===== config.mk =====
export PLATFORM = sky130hd
export DESIGN_NAME = apb_req_master
export DESIGN_NICKNAME = d
export VERILOG_FILES = /design/src/rtl/apb_pkg.sv /design/src/rtl/apb_req_master.sv
export SDC_FILE = /design/constraint.sdc
export NUM_CORES = 1
export LEC_CHECK = 0
export CAP_MARGIN = 10
export CORE_ASPECT_RATIO = 1.75
export CORE_UTILIZATION = 62
export DETAILED_ROUTE_END_ITERATION = 12
export DONT_BUFFER_PORTS = 1
export PLACE_DENSITY = 0.78
export SETUP_SLACK_MARGIN = 0.1
export SYNTH_ARGS = -nofsm -noshare
export SYNTH_HDL_FRONTEND = slang
export SYNTH_SLANG_ARGS = --single-unit

===== constraint.sdc =====
create_clock -name pclk -period 2 [get_ports pclk]
set_input_delay 0.4 -clock pclk [delete_from_list [all_inputs] [get_ports pclk]]
set_output_delay 0.4 -clock pclk [all_outputs]
set_load 0.01 [all_outputs]

===== src/rtl/apb_pkg.sv =====
// Shared APB master definitions: FSM state encoding and address alignment.
package apb_pkg;

    typedef enum logic [1:0] {
        APB_IDLE,
        APB_SETUP,
        APB_ACCESS
    } apb_state_e;

    localparam int unsigned APB_ADDR_LSB = 2;

endpackage


===== src/rtl/apb_req_master.sv =====
// Single-outstanding APB3 master: valid/ready request port to SETUP/ACCESS transfers.
// Optional ACCESS timeout abort is enabled with APB_TIMEOUT_EN.
module apb_req_master
    import apb_pkg::*;
#(
    parameter int unsigned ADDR_WIDTH = 6,
    parameter int unsigned DATA_WIDTH = 32
`ifdef APB_TIMEOUT_EN
    ,
    parameter int unsigned TIMEOUT_CYCLES = 256
`endif
) (
    input  logic                  pclk,
    input  logic                  presetn,
    input  logic                  req_valid,
    output logic                  req_ready,
    input  logic                  req_write,
    input  logic [ADDR_WIDTH-1:0] req_addr,
    input  logic [DATA_WIDTH-1:0] req_wdata,
    output logic                  rsp_valid,
    output logic [DATA_WIDTH-1:0] rsp_rdata,
    output logic                  rsp_err,
    output logic [ADDR_WIDTH-1:0] paddr,
    output logic                  psel,
    output logic                  penable,
    output logic                  pwrite,
    output logic [DATA_WIDTH-1:0] pwdata,
    input  logic [DATA_WIDTH-1:0] prdata,
    input  logic                  pready,
    input  logic                  pslverr
);

    localparam logic [ADDR_WIDTH-1:0] ADDR_MASK = ~ADDR_WIDTH'((1 << APB_ADDR_LSB) - 1);

`ifdef APB_TIMEOUT_EN
    localparam int unsigned CNT_W = $clog2(TIMEOUT_CYCLES);
    logic [CNT_W-1:0] cnt_q, cnt_d;
`endif

    apb_state_e            state_q, state_d;
    logic                  req_ready_q, req_ready_d;
    logic                  psel_q, psel_d;
    logic                  penable_q, penable_d;
    logic                  pwrite_q, pwrite_d;
    logic [ADDR_WIDTH-1:0] paddr_q, paddr_d;
    logic [DATA_WIDTH-1:0] pwdata_q, pwdata_d;
    logic                  rsp_valid_q, rsp_valid_d;
    logic [DATA_WIDTH-1:0] rsp_rdata_q, rsp_rdata_d;
    logic                  rsp_err_q, rsp_err_d;

    // Next-state and registered-output logic
    always_comb begin
        state_d     = state_q;
        psel_d      = psel_q;
        penable_d   = penable_q;
        pwrite_d    = pwrite_q;
        paddr_d     = paddr_q;
        pwdata_d    = pwdata_q;
        rsp_valid_d = 1'b0;
        rsp_rdata_d = rsp_rdata_q;
        rsp_err_d   = rsp_err_q;
`ifdef APB_TIMEOUT_EN
        cnt_d       = cnt_q;
`endif

        case (state_q)
            APB_IDLE: begin
                if (req_valid && req_ready_q) begin
                    paddr_d   = req_addr & ADDR_MASK;
                    pwrite_d  = req_write;
                    pwdata_d  = req_wdata;
                    psel_d    = 1'b1;
                    penable_d = 1'b0;
                    state_d   = APB_SETUP;
`ifdef APB_TIMEOUT_EN
                    cnt_d     = '0;
`endif
                end
            end
            APB_SETUP: begin
                penable_d = 1'b1;
                state_d   = APB_ACCESS;
            end
            APB_ACCESS: begin
                if (pready) begin
                    psel_d      = 1'b0;
                    penable_d   = 1'b0;
                    rsp_valid_d = 1'b1;
                    rsp_err_d   = pslverr;
                    rsp_rdata_d = (!pwrite_q && !pslverr) ? prdata : '0;
                    state_d     = APB_IDLE;
                end
`ifdef APB_TIMEOUT_EN
                // pready in the same cycle takes priority over the abort
                else if (cnt_q == CNT_W'(TIMEOUT_CYCLES - 1)) begin
                    psel_d      = 1'b0;
                    penable_d   = 1'b0;
                    rsp_valid_d = 1'b1;
                    rsp_err_d   = 1'b1;
                    rsp_rdata_d = '0;
                    state_d     = APB_IDLE;
                end else begin
                    cnt_d = cnt_q + CNT_W'(1);
                end
`endif
            end
            default: begin
                psel_d    = 1'b0;
                penable_d = 1'b0;
                state_d   = APB_IDLE;
            end
        endcase

        // Not ready while busy or while the response pulse is out
        req_ready_d = (state_d == APB_IDLE) && !rsp_valid_d;
    end

    always_ff @(posedge pclk or negedge presetn) begin
        if (!presetn) begin
            state_q     <= APB_IDLE;
            req_ready_q <= 1'b0;
            psel_q      <= 1'b0;
            penable_q   <= 1'b0;
            pwrite_q    <= 1'b0;
            paddr_q     <= '0;
            pwdata_q    <= '0;
            rsp_valid_q <= 1'b0;
            rsp_rdata_q <= '0;
            rsp_err_q   <= 1'b0;
`ifdef APB_TIMEOUT_EN
            cnt_q       <= '0;
`endif
        end else begin
            state_q     <= state_d;
            req_ready_q <= req_ready_d;
            psel_q      <= psel_d;
            penable_q   <= penable_d;
            pwrite_q    <= pwrite_d;
            paddr_q     <= paddr_d;
            pwdata_q    <= pwdata_d;
            rsp_valid_q <= rsp_valid_d;
            rsp_rdata_q <= rsp_rdata_d;
            rsp_err_q   <= rsp_err_d;
`ifdef APB_TIMEOUT_EN
            cnt_q       <= cnt_d;
`endif
        end
    end

    assign req_ready = req_ready_q;
    assign psel      = psel_q;
    assign penable   = penable_q;
    assign pwrite    = pwrite_q;
    assign paddr     = paddr_q;
    assign pwdata    = pwdata_q;
    assign rsp_valid = rsp_valid_q;
    assign rsp_rdata = rsp_rdata_q;
    assign rsp_err   = rsp_err_q;

endmodule


==> impl_summary.md, run 1 <==
Clocking
The count of cells resized by post-cts repair is 0. The setup fix buffers added after clock tree synthesis is 0. The maximum buffer depth of the clock tree is 2.

The CTS buffer count is 9. The later pin in the worst-skew pair is clocked with a latency of 330 ps. The H-tree depth reported by CTS is 3.

The clock slew seen by the registers of the worst setup and hold paths is 70 ps. The number of sinks driven by the clock tree is 76. The clock tree from TritonCTS is yes.

The tree is rooted in a sky130_fd_sc_hd__clkbuf_8.

Critical path
The worst setup path is launched from a flip-flop. The destination of the worst register-to-register timing path is pwdata[28]. At the worst endpoint, the arrival time is 1850 ps. The count of cells along the worst register-to-register path is 3.

Tracing the worst setup path back leads to its startpoint at state_q[1]. STA puts the critical path data required time at 2210 ps. The register-to-register setup slack is 360 ps. Following the worst setup path forward leads to its endpoint at pwdata[28]. The reg-to-reg startpoint is state_q[1]. The nature of the critical path endpoint is a flip-flop. The critical path class is flip-flop to flip-flop. The top fanout value on the critical path is 34.

Layout
The sequential cell area is 1900 um^2. For this run, the share of the core covered by cells in the final layout is 69.4%. Compared with the post-synthesis result, the final layout area differs by 7.50%. Cells with a size suffix above 1 make up 42.2% of the layout. Leaving out fill and tap cells, the most frequent cells in the layout are sky130_fd_sc_hd__dfrtp_1 (76), sky130_fd_sc_hd__mux2_2 (60), sky130_fd_sc_hd__nor3b_1 (32).

The area taken by multi-input logic gates is 1160 um^2. The diode insertion count for antenna repair is 0. The library cell used most frequently in the layout, excluding fill and tap cells, is sky130_fd_sc_hd__dfrtp_1. The final layout contains 283 nets. The filler cells instantiated in the layout total 339.

Logic synthesis
Sequential elements use 59.7% of the synthesized area. Synthesis produced a netlist whose cell count is 210. The mean cell area of the mapped netlist is 15.2 um^2.

The total standard cell area after synthesis is 3190 um^2. After synthesis the netlist holds a flip-flop and latch count of 76. The Yosys step of the flow raised 0 warnings. Counting distinct cell types in the post-synthesis netlist gives 19.

Status
The flow ran to the end, but the final reports show violations. The checks that failed: hold timing.

Floorplanning
The floorplan step set the die height to 96.8 um. The total area inside the core boundary comes to 4930 um^2. For this configuration, the core starts out at a cell density of 64.6%. The number of primary I/O pins is 152. The horizontal die dimension is 56.2 um. The die area is 5440 um^2. The number of placement rows is 34.

Detailed routing
Using the TritonRoute via totals, the vias-per-cell ratio works out to 6.25. The number of nets still failing antenna checks after routing is 0. Summed over all layers, the routed wires come to 5790 um. The number of iterations in the first detailed-routing pass is 4. In the final routed layout, each cell accounts on average for 21.9 um. After the first detailed-routing iteration, the DRC count stood at 34. In the routed design, unresolved DRC markers number 0. The total number of vias is 1656.

GRT
The global-route wire length before repair is 9210 um. Global routing used 22.7% of the available tracks. The via count of the first global-routing pass was 1845. Summed over all layers, the global routing overflow is 0. The pin count of the biggest net entering global routing is 77. The initial antenna violation count is 0.

STA
The clock arrives with 7.53 ps of skew. The max-slew violation total from the final report came to 0. Setup repair after global routing left no endpoint under its margin. The final critical path takes up 82.0% of the cycle.

Final hold analysis gives a worst-case slack of -244 ps. The number of hold violations in the final report came to 76. Setup violations remaining at the end of the flow were counted as 0. Static timing analysis puts the maximum clock frequency at 610 MHz.

The post-layout minimum cycle time is 1640 ps. The total negative slack for setup checks is 0 ps.

Placement
The count of port buffers added during placement is 0. The weighted congestion at the end of routability-driven global placement is 0.692. The post-DP HPWL is 4200 um.

Power
For this design the static power due to leakage is 0.00151 uW. The worst-case IR drop observed on VDD is 1.13 mV. The power density relative to cell area is 1680 nW/um^2.

Flow run
The max-cap violation count is 0.

Worst hold path
The min-delay analysis places its worst path in the category input pin to async pin.
how the worst min path moves through the flow:
stage	depth (start not counted)	slack [ps]	end
floorplan	0	100	paddr[2]
global placement	0	110	rsp_rdata[15]
detailed placement	0	110	rsp_rdata[19]
CTS	0	-270	pwdata[17]
global route	0	-280	pwdata[17]
finish	0	-240	rsp_rdata[14]
report_power, final:
part	internal, uW	leakage, uW	switching, uW	total (uW)
Combinational	832	0.000447	480	1310
Sequential	2240	0.000951	845	3080
Clock	857	0.000116	510	1370
layer usage:
layer,GRT usage [%],part of all wire (%)
met5,0,0
met3,8.69,8.0
met2,39.8,57
met4,10.5,2.0
met1,23.1,33
flip-flops by register name, indices dropped and copies added (netlist names), 2 cells and up:
name,count
rsp_rdata,32
paddr,4
pwdata,32
state_q,2
critical path, cell delays in order (launching register included):
cell	delay [ps]
sky130_fd_sc_hd__dfrtp_1	440
sky130_fd_sc_hd__and4bb_4	470
sky130_fd_sc_hd__buf_12	240
sky130_fd_sc_hd__mux2_2	370
layout make-up:
type | count | area share (%)
Sequential cell | 76 | 55.5
Multi-Input combinational cell | 116 | 34.0
Clock buffer | 11 | 4.13
Clock inverter | 4 | 2.85
Tap cell | 54 | 1.97
Timing Repair Buffer | 3 | 1.39
Inverter | 1 | 0.110
cells by family (layout without fill, tap and decap cells):
logic type             count (synthesis)  after routing  share of synthesized area [%]
other                                  1              2                          0.118
and+or+nand+nor                       39             39                           9.39
AOI/OAI and AO/OA                      5              5                           1.02
DFF                                   76             76                           59.7
muxes                                 70             70                           25.9
buffers and inverters                 19             19                           3.85
synth_stat cells:
library cell / instances / area [um^2]
sky130_fd_sc_hd__a21o_1: 2 / 15.0
sky130_fd_sc_hd__and3b_1: 1 / 8.76
sky130_fd_sc_hd__and4bb_4: 1 / 16.3
sky130_fd_sc_hd__buf_2: 2 / 10.0
sky130_fd_sc_hd__buf_4: 3 / 22.5
sky130_fd_sc_hd__buf_6: 5 / 56.3
sky130_fd_sc_hd__clkbuf_1: 8 / 30.0
sky130_fd_sc_hd__conb_1: 1 / 3.75
sky130_fd_sc_hd__dfrtp_1: 76 / 1900
sky130_fd_sc_hd__inv_1: 1 / 3.75
sky130_fd_sc_hd__mux2_2: 60 / 676
sky130_fd_sc_hd__mux2_4: 10 / 150
sky130_fd_sc_hd__nand2_1: 2 / 7.51
sky130_fd_sc_hd__nand2b_1: 1 / 6.26
sky130_fd_sc_hd__nor3b_1: 32 / 240
sky130_fd_sc_hd__o211ai_1: 1 / 7.51
sky130_fd_sc_hd__o21ai_0: 2 / 10.0
sky130_fd_sc_hd__or3b_2: 1 / 8.76
sky130_fd_sc_hd__or4bb_1: 1 / 11.3
metrics by stage:
| stage | power, uW | instance area [um^2] | std cells | worst slack, ps |
|---|---|---|---|---|
| 5_1_grt | 6050 | 3420 | 265 | 298 |
| 3_3_place_gp | 4330 | 3190 | 250 | 437 |
| 2_1_floorplan | 4130 | 3190 | 211 | 532 |
| 3_5_place_dp | 4460 | 3190 | 250 | 355 |
| 6_report | 5760 | 3420 | 265 | 359 |
| 4_1_cts | 5830 | 3420 | 265 | 361 |
No activity file was read; power rests on OpenSTA's default activity.
==> inputs of run 2 (changes only) <==
CORE_UTILIZATION = 56   (was 62)
PLACE_DENSITY = 0.74   (was 0.78)
clock period = 1.5 ns   (was 2 ns; I/O delays follow)
==> run 2 against run 1 <==
Effect of this change:
- the flow still finishes with violations (hold timing)
- die area rose by 10%
- non-clock buffer count rose by 7
- total power rose by 35%
- utilization fell by 5.3 points
- first-iteration DRC count rose by 130%
- cell count rose by 11%
- routed wire length rose by 3.6%
- sequential power rose by 32%
- clock skew barely moved
- count of clock-buffer cells in the layout did not move
- critical path type unchanged
==> impl_summary.md, run 2 (synthesized netlist as in run 1, its figures left out) <==
Critical path
The timing endpoint of the critical path is pwdata[27]. The critical path in this run is classified as flip-flop to flip-flop. STA classifies the critical path endpoint as a flip-flop.

The register-to-register setup slack was 70 ps (-290 ps). The startpoint identified for the worst register-to-register timing path is state_q[1]. The required time at the worst-slack endpoint is 1720 ps (-490 ps). The worst setup path is launched from a flip-flop. The destination of the worst register-to-register timing path is pwdata[27]. The worst endpoint data arrival time is 1660 ps (-190 ps). The count of cells along the worst register-to-register path came to 3 (unchanged). Tracing the worst setup path back leads to its startpoint at state_q[1]. The top fanout value on the critical path came to 14 (-59%).

STA
Setup repair after global routing could not meet its margin everywhere. The number of hold violations in the final report is 76 (unchanged). The highest clock rate is 697 MHz (+14%). The largest clock skew in the final design was 7.58 ps (+0.0462 ps). The max-slew violation total from the final report is 0 (unchanged). The count of endpoints failing setup in the final report is 0 (unchanged). The worst hold slack across all endpoints is -347 ps (-103 ps). The share of the clock period used by the worst path after layout was 95.6% (+14 points). The total negative slack for setup checks is 0 ps (unchanged). The post-layout minimum cycle time is 1430 ps (-206 ps).

Clocking
The maximum buffer depth of the clock tree is 2 (unchanged). The clock tree from TritonCTS is yes. The clock slew seen by the registers of the worst setup and hold paths is 80 ps (about the same).

In this run the clock root is driven by a sky130_fd_sc_hd__clkbuf_8. The CTS buffer count was 9 (unchanged). The worst-skew pair later-pin latency was 330 ps (about the same).

The number of sinks driven by the clock tree is 76 (unchanged). The H-tree depth reported by CTS was 3 (unchanged).

Detailed routing
The total number of vias is 1711 (+3.3%). The number of violations reported at the end of detailed-routing iteration 0 was 77 (+130%). The number of nets still failing antenna checks after routing came to 0 (unchanged). The final routed DRC violation total is 0 (unchanged). The average wire length per cell after detail routing was 20.3 um (-7.0%).

The average via count per standard cell is 5.80 (-7.2%). The number of iterations in the first detailed-routing pass came to 4 (unchanged). The final routed wirelength across all metal layers was 6000 um (+3.6%).

Floorplanning
The initial standard-cell utilization of the core is 57.5% (-7.1 points). The number of primary I/O pins came to 152 (unchanged). The die area came to 6010 um^2 (+10%). The height of the die is 102 um (+5.1%). The floorplan core area was 5540 um^2 (+12%). The number of placement rows is 36 (+5.9%). The horizontal die dimension came to 59.0 um (+5.0%).

Layout
The most frequent standard cell in the layout excluding fill and tap cells is sky130_fd_sc_hd__dfrtp_1. The share of final-layout standard cells stronger than drive strength 1 is 44.7% (+2.6 points). The signed area change from the synthesized netlist to the final layout is 11.4%. The area taken by multi-input logic gates is 1170 um^2 (+0.11%). The library cells used most frequently in the layout, excluding fill and tap cells, are sky130_fd_sc_hd__dfrtp_1 (76), sky130_fd_sc_hd__mux2_2 (60), sky130_fd_sc_hd__nor3b_1 (32). The sequential cell area is 1900 um^2 (unchanged). The diode insertion count for antenna repair is 0 (unchanged).

The number of standard cells in the layout, taps in and fillers out is 295 (+11%). The final instance area is 3550 um^2 (+3.6%). The final-layout fill cell count was 448 (+32%). The final layout net count is 290 (+2.5%).

Power
The part of the power in combinational logic came to 25.8% (+3.0 points). The clock power share came to 21.8% (-1.9 points). The internal power contribution was 5240 uW (+34%).

The leakage power summed over all cells was 0.00156 uW (+3.1%). The maximum VDD drop was 1.39 mV (+23%). The net load switching power came to 2520 uW (+37%). The power density relative to cell area came to 2190 nW/um^2 (+30%). The power after layout is 7770 uW (+35%). The switching power share of the total was 32.5% (+0.63 points). The sequential share of power is 52.4% (-1.1 points).

Placement
The weighted congestion at the end of routability-driven global placement is 0.740 (+7.0%). The count of port buffers added during placement was 0 (unchanged). The post-DP HPWL came to 4170 um (-0.72%). The post-placement cell area is 3260 um^2 (+2.2%). The placed cell count came to 276 (+10%).

GRT
The pin count of the biggest net entering global routing was 77 (unchanged). The total routing usage reported by global routing is 19.9% (-2.8 points). The via count of the first global-routing pass is 1858 (+0.70%). The total grt overflow is 0 (unchanged).

The global-route wire length before repair was 8580 um (-6.8%). The initial antenna violation count was 0 (unchanged).

Worst hold path
The tightest min-delay check is of the input pin to async pin type.

Flow run
The max-cap violation count is 0 (unchanged).

Status
The run finished, with violations left. The final reports fail on hold timing.
==> run 2: cell types whose count changed in the layout (fill, tap and decap cells not counted), sizes merged <==
| cell | delta |
|---|---|
| clkbuf | +2 |
| bufinv | -1 |
| buf | +5 |
| clkinv | +2 |
==> run 2: power groups by stage <==
| stage | clock network [uW] | logic, uW | registers (uW) |
|---|---|---|---|
| global placement | 0 | 1800 | 4070 |
| global route | 1840 | 2180 | 4170 |
| finish | 1690 | 2000 | 4070 |
| detailed placement | 0 | 1930 | 4110 |
| floorplan | 0 | 1610 | 3910 |
| CTS | 1750 | 1920 | 4090 |
==> run 2: worst min-delay path by stage <==
stage | start | to | cells after the start
4_1_cts | presetn | pwdata[31] | 0
3_5_place_dp | presetn | rsp_rdata[10] | 0
2_1_floorplan | presetn | paddr[2] | 0
3_3_place_gp | presetn | rsp_rdata[15] | 0
6_report | presetn | rsp_rdata[15] | 0
5_1_grt | presetn | rsp_rdata[10] | 0
==> run 2: stage by stage <==
step | hold slack, ps | setup slack, ps | util [%]
2_1_floorplan | 4.41 | 45.6 | -
3_3_place_gp | 5.69 | 118 | 58.8
3_5_place_dp | 5.75 | 67.5 | 58.8
4_1_cts | -375 | 62.0 | 62.8
5_1_grt | -388 | 26.7 | 64.0
6_report | -347 | 65.4 | 64.0
==> run 2: per-layer routing <==
metal | track usage (%) | up-vias | wire, um | part of all wire, %
met5 | 0 | - | 0 | 0
met4 | 9.34 | 0 | 76 | 1.3
met3 | 6.90 | 7 | 423 | 7.0
met2 | 36.5 | 95 | 3430 | 57
met1 | 19.3 | 862 | 2070 | 35
li1 | - | 747 | - | -
==> run 2: timing repair <==
action,4_1_cts,5_1_grt
buffers inserted,0,0
setup endpoints to repair,23,69
pin swaps,0,1
gates cloned,0,3
gates resized for setup,0,2
hold endpoints to repair,76,76
==> run 2: layout make-up <==
class                           instances  area share [%]
Inverter                                1           0.106
Clock buffer                           11            3.98
Sequential cell                        76            53.6
Clock inverter                          5            2.40
Tap cell                               76            2.68
Timing Repair Buffer                   10            4.37
Multi-Input combinational cell        116            32.9
==> run 2: critical path, cell delays in order (launching register included) <==
cell and delay (ps):
sky130_fd_sc_hd__dfrtp_1 380, sky130_fd_sc_hd__and4bb_4 400, sky130_fd_sc_hd__clkbuf_16 200, sky130_fd_sc_hd__mux2_2 340
